File: src/rtl/snn_to_ann_decoder.sv
// rtl/snn_to_ann_decoder.sv - rate-code spike train to ANN activation decoder
//
// Purpose:
//   Accepts one T-bit spike train (bit 0 = earliest timestep) from the
//   upstream encoder. It walks the train one timestep per clock and counts
//   the spikes. It then presents count * THRESHOLD on a valid/ready output.
//
// Ports:
//   clk          rising-edge clock
//   rst          asynchronous, active-high reset
//   spike_in     T-bit spike train, sampled only on acceptance in IDLE
//   spike_valid  spike_in is valid
//   spike_ready  decoder is idle and can accept a train
//   data_out     decoded activation (keeps last value after handshake)
//   data_valid   data_out is valid, held until data_ready
//   data_ready   downstream accepts data_out
//   busy         decoder is not idle
//
// Optional feature:
//   SNN_DECODE_SAT_EN  when defined, products above 2^OUT_WIDTH-1 saturate to
//                      all ones; otherwise the low OUT_WIDTH bits are kept.
module snn_to_ann_decoder #(
  parameter int T         = 4,
  parameter int THRESHOLD = 8,
  parameter int OUT_WIDTH = 8
) (
  input  logic                 clk,
  input  logic                 rst,
  input  logic [T-1:0]         spike_in,
  input  logic                 spike_valid,
  output logic                 spike_ready,
  output logic [OUT_WIDTH-1:0] data_out,
  output logic                 data_valid,
  input  logic                 data_ready,
  output logic                 busy
);

  localparam int CNT_W  = $clog2(T + 1);
  localparam int T_W    = (T > 1) ? $clog2(T) : 1;
  localparam int PROD_W = $clog2(T + 1) + $clog2(THRESHOLD + 1);
  // Product is evaluated at least OUT_WIDTH wide so that both the wrap and
  // saturate paths can slice/compare without width juggling.
  localparam int EXT_W  = (PROD_W > OUT_WIDTH) ? PROD_W : OUT_WIDTH;

  typedef enum logic [1:0] {
    IDLE  = 2'd0,
    ACCUM = 2'd1,
    HOLD  = 2'd2
  } state_t;

  state_t                 state_q, state_d;
  logic [T-1:0]           sh_q, sh_d;
  logic [CNT_W-1:0]       cnt_q, cnt_d;
  logic [T_W-1:0]         t_q, t_d;
  logic [OUT_WIDTH-1:0]   data_out_q, data_out_d;
  logic                   data_valid_q, data_valid_d;

  logic [CNT_W-1:0]       cnt_final;
  logic [EXT_W-1:0]       prod;
  logic [OUT_WIDTH-1:0]   reduced;
  logic                   prod_unused;

  // The current timestep's spike is folded in here so the last ACCUM cycle
  // can register the finished product without an extra cycle.
  assign cnt_final = cnt_q + CNT_W'(sh_q[0]);
  assign prod      = EXT_W'(cnt_final) * EXT_W'(THRESHOLD);

`ifdef SNN_DECODE_SAT_EN
  assign reduced = (prod > EXT_W'({OUT_WIDTH{1'b1}})) ? {OUT_WIDTH{1'b1}}
                                                      : prod[OUT_WIDTH-1:0];
`else
  assign reduced = prod[OUT_WIDTH-1:0];
`endif

  // Upper product bits are intentionally dropped in the wrapping build.
  assign prod_unused = ^prod;

  always_ff @(posedge clk or posedge rst) begin
    if (rst) begin
      state_q      <= IDLE;
      sh_q         <= '0;
      cnt_q        <= '0;
      t_q          <= '0;
      data_out_q   <= '0;
      data_valid_q <= 1'b0;
    end else begin
      state_q      <= state_d;
      sh_q         <= sh_d;
      cnt_q        <= cnt_d;
      t_q          <= t_d;
      data_out_q   <= data_out_d;
      data_valid_q <= data_valid_d;
    end
  end

  always_comb begin
    state_d      = state_q;
    sh_d         = sh_q;
    cnt_d        = cnt_q;
    t_d          = t_q;
    data_out_d   = data_out_q;
    data_valid_d = data_valid_q;

    case (state_q)
      IDLE: begin
        if (spike_valid) begin
          sh_d    = spike_in;
          cnt_d   = '0;
          t_d     = '0;
          state_d = ACCUM;
        end
      end

      ACCUM: begin
        sh_d  = sh_q >> 1;
        cnt_d = cnt_final;
        t_d   = t_q + T_W'(1);
        if (t_q == T_W'(T - 1)) begin
          data_out_d   = reduced;
          data_valid_d = 1'b1;
          state_d      = HOLD;
        end
      end

      HOLD: begin
        if (data_ready) begin
          data_valid_d = 1'b0;
          state_d      = IDLE;
        end
      end

      default: begin
        state_d = IDLE;
      end
    endcase
  end

  assign spike_ready = (state_q == IDLE);
  assign busy        = (state_q != IDLE);
  assign data_out    = data_out_q;
  assign data_valid  = data_valid_q;

endmodule

File: config.mk
export PLATFORM = sky130hd
export DESIGN_NAME = snn_to_ann_decoder
export DESIGN_NICKNAME = d
export VERILOG_FILES = /design/src/rtl/snn_to_ann_decoder.sv
export SDC_FILE = /design/constraint.sdc
export NUM_CORES = 1
export LEC_CHECK = 0
export ABC_AREA = 0
export CORE_UTILIZATION = 40
export CTS_CLUSTER_DIAMETER = 30
export DETAILED_ROUTE_END_ITERATION = 8
export PLACE_DENSITY = 0.77
export SETUP_SLACK_MARGIN = 0.02
export SLEW_MARGIN = 20
export SYNTH_ARGS = -nofsm -noshare
export SYNTH_HDL_FRONTEND = slang
export SYNTH_SLANG_ARGS = --single-unit
File: constraint.sdc
create_clock -name clk -period 1.9 [get_ports clk]
set_input_delay 0.285 -clock clk [delete_from_list [all_inputs] [get_ports clk]]
set_output_delay 0.285 -clock clk [all_outputs]
set_load 0.01 [all_outputs]
=== After elaboration in Yosys (flattened, before gate mapping) ===
Index checks and enable logic that the tools add are counted.

* Add/sub/neg operators: 2
* Equal/unequal tests: 6
* Mux-type cells: 13
* Reductions and logical operators: 8

{| class="wikitable"
|+ Operator list
! operator !! number
|-
| 2-to-1 mux 2 bit || 4
|-
| case mux 4 bit (2 select lines) || 1
|-
| inequality test 2 bit, second input constant || 3
|-
| case mux 2 bit (3 select lines) || 1
|-
| case mux 3 bit (2 select lines) || 1
|-
| AND reduction 3 bit || 2
|-
| nonzero test 2 bit || 3
|-
| == test 2 bit, second input constant || 2
|-
| 2-to-1 mux 4 bit || 1
|-
| case mux 2 bit (2 select lines) || 1
|-
| AND reduction 2 bit || 2
|-
| adder 3 x 1 -> 3 bit || 1
|-
| 2-to-1 mux 3 bit || 1
|-
| adder 2 x 1 -> 2 bit, second input constant || 1
|-
| == test 2 x 1 -> 1 bit, second input constant || 1
|-
| logical NOT 2 bit || 1
|-
| 2-to-1 mux 1 bit || 2
|-
| case mux 1 bit (2 select lines) || 1
|}

* Flip-flop bits (word level): 15
* Output and inout port bits: 11
* Word-level logic and storage cells: 35

=== Depth between registers and ports, before layout ===
Gate-level depths: netlist of run 1.

* Depth in word-level cells: 3
* Depth in mapped cells: 4
* Mapped depth without buffers: 4

=== Worst setup path before layout of run 1 ===
No wires, ideal clock.

* Kind: register -> register
* Start: reg sh_q[0]
* End: reg data_out_q[5] (netlist: data_out[5])
* Library setup time: 0.125 ns
* Arrival time: 1.127 ns
* Slack: 0.649 ns
* Stages on the path, launching flop included: 5
* Buffers on the path: 0
* Period minus slack after synthesis: 1.251 ns
* Path through: dfrtp_1 ha_1 ha_1 xor2_1 mux2_2

* Longest elaborated chain between the ends: 1

{| class="wikitable"
|+ Ends and longest elaborated chain
! item !! line !! RTL
|-
| start: declaration || 52 || <nowiki>logic [T-1:0] sh_q, sh_d;</nowiki>
|-
| start signal: assignment || 81 || <nowiki>sh_q <= '0;</nowiki>
|-
| start signal: assignment || 88 || <nowiki>sh_q <= sh_d;</nowiki>
|-
| adder 3 x 1 -> 3 bit || 65 || <nowiki>assign cnt_final = cnt_q + CNT_W'(sh_q[0]);</nowiki>
|-
| end signal: assignment || 91 || <nowiki>data_out_q <= data_out_d;</nowiki>
|-
| end: declaration || 55 || <nowiki>logic [OUT_WIDTH-1:0] data_out_q, data_out_d;</nowiki>
|}

No other way between the ends.
A chain may end at the register's enable or synchronous reset.

=== Worst setup path after layout of run 1 ===
* Start: reg state_q[1]
* End: out spike_ready

* Longest elaborated chain between the ends: 1

{| class="wikitable"
|+ Ends and longest elaborated chain
! item !! line !! RTL
|-
| start: declaration || 51 || <nowiki>state_t state_q, state_d;</nowiki>
|-
| start signal: assignment || 87 || <nowiki>state_q <= state_d;</nowiki>
|-
| logical NOT 2 bit || 138 || <nowiki>assign spike_ready = (state_q == IDLE);</nowiki>
|-
| end: declaration || 31 || <nowiki>output logic spike_ready,</nowiki>
|}

No other way between the ends.

==> run metrics, run 1 <==
Worst Path Max Fanout 4; vias per cell 4.88; Max-Cap Viols 0; Routability Congestion ~0.70; first-pass GRT wire length approximately 2100 um; total number of vias between 500 and 600; status completed; top cells by area, synth dfrtp_1 (51%), mux2_2 (6.1%), buf_4 (5.1%); most area-hungry cell type in the Yosys netlist dfrtp_1; Final Setup Violations 0; r2r setup slk ~560 ps; final hold violations 0; Pleak between 0.4 and 0.5 nW; WL per Instance around 12 um; Initial Util 42.6%; CTS buffer count 3; antenna diode count 0; WS Path Type reg2out; DRC Markers 0; fmax slightly below 600 MHz; share of the synthesized area in the top cell type 51.0%; Post-synth EDFFs 0; GRT Util Overall between 15 and 20%; Slew Viols, Final 0; Synth Instances 63; chip width ~45 um; Synth Flop Type dfrtp_1; CORE AREA about 1700 sq um; unique cell type count in the Yosys netlist 23; Max IR drop VDD approximately 640 uV; syn avg cell area roughly 12 sq um; IO Count 19; hpwl dp about 950 um; # nets final a little over 90; grt ovf 0; CP startpoint kind flip-flop; Die ar. around 2000 sq um; postcts setup bufs 0; CTS Root Cell clkbuf_4; critical path required time roughly 1600 ps; Hold/Removal Path Class in2async; # clock sinks 15; layout cell share with drive strength beyond 1 about 14%; CTS H-tree lvls 1; clk buf depth 2; Pwr per Cell Area roughly 1500 nW/um^2; relative slew slack about 64%; number of global-route vias before repair 486; crit path DAT 1440 ps; antenna violations before repair 0; worst setup margin 177 ps; largest net degree at the start of global routing 16; synthesized area around 740 sq um; die height around 45 um; power consumption ~1.4 mW; crit path time final ~1700 ps; CP endpoint kind primary output; register area share after synthesis 51.0%; RSZ-0062 raised after global routing false; final wirelength between 1000 and 1500 um; Async SR Flop Fraction 100%; clk slew on worst S/H paths ~80 ps; DRT Pass-1 Iters 4; setup_tns 0 ps; Clk Latency, worst-skew pair 280 ps; Clock Skew roughly 2.3 ps; # rows 15; drt first-iter violations 11; Worst-Margin Slew ~550 ps; fill count ~180; CTS tree done; port bufs 13; final period utilization ~91%; DRT antenna net count 0; synthesis-to-finish area growth 23.5%; count leader, synth dfrtp_1; FF+latch count, synth 15; Synthesis Warnings 0; synth cell count leaders dfrtp_1 (15), buf_4 (5), inv_1 (5), mux2_2 (4), nand2b_1 (4); Setup Slack @ Placement 350 ps
## cell type report
| class | instances | area (sq um) | area share (%) |
|---|---|---|---|
| clock buffer | 4 | 26.3 | 2.89 |
| inverter | 5 | 18.8 | 2.07 |
| multi-input combinational | 40 | 312 | 34.3 |
| sequential | 15 | 375 | 41.3 |
| tap | 25 | 31.3 | 3.44 |
| timing repair buffer | 15 | 145 | 16.0 |
## what timing repair did
| action | 4_1_cts | 5_1_grt |
|---|---|---|
| endpoints found under the hold margin | 0 | 0 |
| gates resized for setup | 0 | 1 |
| hold buffers | 0 | 0 |
| setup endpoints to repair | 0 | 2 |
## critical path, stage by stage, from the launching register on
cell             delay (ps)
dfrtp_1                 400
nor2_2                  190
clkdlybuf4s50_1         570
## power breakdown
| part | internal, mW | switching (mW) | total (mW) |
|---|---|---|---|
| clock network | 0.0814 | 0.0926 | 0.174 |
| registers | 0.464 | 0.0765 | 0.540 |
| logic | 0.372 | 0.309 | 0.681 |
## flip-flops by register name (all words and copies together), names as in the netlist
name        flops
cnt_q           3
data_out        3
data_valid      1
sh_q            4
state_q         2
t_q             2
## placed cells by master, fill, tap and decap left out, types with 3 or more instances in the layout
cell type | Yosys | final
inv_1 | 5 | 5
conb_1 | 1 | 5
clkdlybuf4s50_1 | 0 | 13
nand2b_1 | 4 | 4
a22o_1 | 3 | 3
nor2b_1 | 3 | 3
clkbuf_4 | 0 | 3
ha_1 | 3 | 3
mux2_2 | 4 | 4
dfrtp_1 | 15 | 15
## cell families (layout without fill, tap and decap cells)
group / Yosys count / after routing / synth area share [%]
xor gates and xnor gates: 1 / 1 / 1.19
muxes: 4 / 4 / 6.12
AOI/OAI and AO/OA: 13 / 13 / 14.8
adders and majority gates: 3 / 3 / 5.10
buffers and inverters: 12 / 24 / 9.01
DFF: 15 / 15 / 51.0
other: 1 / 5 / 0.510
and+or+nand+nor: 14 / 14 / 12.2
## through the flow
step | hold slack (ps) | utilization, % | cell area [sq um] | instances
finish | 346 | 52.6 | 908 | 104
global route | 396 | 52.6 | 908 | 104
CTS | 366 | 52.5 | 906 | 104
detailed placement | 484 | 50.9 | 880 | 100
global placement | 487 | 50.9 | 880 | 100
floorplan | 186 | - | 751 | 67
## layer usage
layer	track usage, %	part of all wire (%)
met5	0	0
met4	9.09	1.7
met3	7.20	4.0
met2	23.5	49
met1	18.7	46
## final timing paths
kind | endpoint | cells past startpoint | startpoint
worst max register to register | cnt_q[2] | 3 | state_q[1]
worst min register to register | sh_q[3] | 1 | sh_q[3]
max in group asynchronous | cnt_q[0] | 2 | rst
worst min-delay path | data_out[5] | 2 | rst
min in group clk | sh_q[3] | 1 | sh_q[3]
worst max-delay path | spike_ready | 2 | state_q[1]
Power figures use the tool's default switching activity.
==> inputs of run 2 (changes only) <==
--- a/config.mk
+++ b/config.mk
@@ -6,6 +6,8 @@
 export NUM_CORES = 1
 export LEC_CHECK = 0
 export ABC_AREA = 0
+export ABC_CLOCK_PERIOD_IN_PS = 1900
+export CAP_MARGIN = 40
 export CORE_UTILIZATION = 40
 export CTS_CLUSTER_DIAMETER = 30
 export DETAILED_ROUTE_END_ITERATION = 8
==> results of run 2 <==
The final DEF is identical to that of run 1; final timing and power are the same.
==> inputs of run 3 (changes only) <==
--- a/config.mk
+++ b/config.mk
@@ -8,6 +8,7 @@
 export ABC_AREA = 0
 export ABC_CLOCK_PERIOD_IN_PS = 1900
 export CAP_MARGIN = 40
+export CORE_MARGIN = 10
 export CORE_UTILIZATION = 40
 export CTS_CLUSTER_DIAMETER = 30
 export DETAILED_ROUTE_END_ITERATION = 8
==> run 3 against run 2 <==
Critical path depth stayed put. Die area is 96% higher. Sequential power is 0.7% higher. Clock-buffer cell count is 1 lower. Cell area is 0.14% higher. Hold slack worse by 16 ps. Sequential share of layout area is 0.057 points lower. Maximum frequency is 0.13% higher. Clock power is 6% higher. Flip-flop and latch count stayed put. Routed wire length is 18% higher. Non-clock buffer count stayed put.
==> run metrics, run 3 (synthesis gave the netlist of run 1 again) <==
status completed; Worst Path Max Fanout 4; WP depth 2; total number of vias 521; Hold/Removal Path Class in2async; CTS tree done; r2r endpoint data_out[5]; CP startpoint kind flip-flop; crit path from state_q[1]; die height between 60 and 70 um; Max-Cap Viols 0; Pleak roughly 0.43 nW; first-pass GRT wire length 2380 um; synthesis-to-finish area growth 23.6%; power consumption between 1 and 1.5 mW; worst path bufs/invs 1; fmax ~580 MHz; commonest non-fill, non-tap cell in the layout dfrtp_1; antenna diode count 0; DRT Pass-1 Iters 4; # rows 15; chip width ~63 um; Clk Latency, worst-skew pair about 290 ps; Worst Reg-to-Reg Cells 4; postcts setup bufs 0; peak per-stage delay on the critical path between 500 and 600 ps; WL per Instance ~14 um; critical path required time roughly 1600 ps; max reg flops 4; fill count roughly 170; CORE AREA between 1500 and 2000 sq um; grt ovf 0; RSZ-0062 raised after global routing false; placed cell area a little under 900 sq um; delay-heaviest family, CP buffers and inverters; Die ar. 3950 sq um; most frequent cells in the layout dfrtp_1 (15), clkdlybuf4s50_1 (13), inv_1 (5), conb_1 (5); IO Count 19; crit path DAT ~1400 ps; Max IR drop VDD 646 uV; # nets final 91; GRT Util Overall 7.58%; crit path time final around 1700 ps; register name with the most flops sh_q; Worst-Margin Slew ~570 ps; Clock Skew slightly above 10 ps; CTS Root Cell clkbuf_4; clk slew on worst S/H paths 90 ps; final non-filler cell total 104; largest net degree at the start of global routing 16; Pwr per Cell Area around 1600 nW/um^2; hpwl dp between 1000 and 1500 um; final period utilization roughly nine tenths; Worst setup endpoint spike_ready; WS Path Type reg2out; CP endpoint kind primary output; Initial Util around 43%; setup_tns 0 ps; CTS H-tree lvls 1; crit-path cells nor2_2, clkdlybuf4s50_1; Placed Cells 100; r2r setup slk 550 ps; DRC Markers 0; antenna violations before repair 0; layout cell share with drive strength beyond 1 15.2%; final hold violations 0; crit path max-delay cell type clkdlybuf4s50_1; Final Setup Violations 0; Finished Cell Area between 900 and 1000 sq um; Slew Viols, Final 0; final wirelength about 1500 um; drt first-iter violations 9; Routability Congestion between 0.6 and 0.7; vias per cell between 5 and 6; Final Util between 50 and 60%; clk buf depth 2; number of global-route vias before repair between 500 and 600; CTS buffer count 3; R2R Path Start sh_q[0]; port bufs 13; relative slew slack 62.3%; # clock sinks 15; DRT antenna net count 0
==> run 3: timing repair <==
action / 4_1_cts / 5_1_grt
hold buffers: 0 / 0
resized for setup: 0 / 1
setup endpoints to repair: 0 / 1
==> run 3: cell type report <==
cell class                 count  area (sq um)  share of cell area (%)
clock buffer                   3          22.5                    2.48
inverter                       5          18.8                    2.06
tap                           25          31.3                    3.44
clock inverter                 1          5.00                   0.550
timing repair buffer          15           145                    16.0
multi-input combinational     40           312                    34.3
sequential                    15           375                    41.3
==> run 3: metal layers <==
layer | GRT usage [%] | part of all wire, %
met1 | 7.04 | 39
met2 | 13.1 | 53
met3 | 3.94 | 7.0
met4 | 4.19 | 1.2
met5 | 0 | 0
==> run 3: worst min-delay path by stage <==
stage / startpoint / end / cells past startpoint
6_report: rst / sh_q[0] / 2
2_1_floorplan: rst / cnt_q[0] / 1
5_1_grt: rst / sh_q[1] / 2
3_3_place_gp: sh_q[3] / sh_q[3] / 1
3_5_place_dp: data_out[4] / data_out[4] / 1
4_1_cts: rst / sh_q[0] / 2
==> run 3: worst register-to-register path, stage by stage (launching register included) <==
cell     delay, ps
dfrtp_1        390
ha_1           200
ha_1           220
xor2_1         150
mux2_2         260
==> run 3: per-stage QoR <==
| step | worst slack, ps | hold slack [ps] |
|---|---|---|
| 2_1_floorplan | 649 | 186 |
| 3_3_place_gp | 408 | 487 |
| 3_5_place_dp | 369 | 495 |
| 4_1_cts | 80.3 | 343 |
| 5_1_grt | 103 | 382 |
| 6_report | 180 | 330 |
==> run 3: power by group <==
| group | total [mW] | internal [mW] | switching [mW] |
|---|---|---|---|
| logic | 0.692 | 0.373 | 0.319 |
| registers | 0.544 | 0.464 | 0.0803 |
| clock network | 0.184 | 0.0785 | 0.106 |
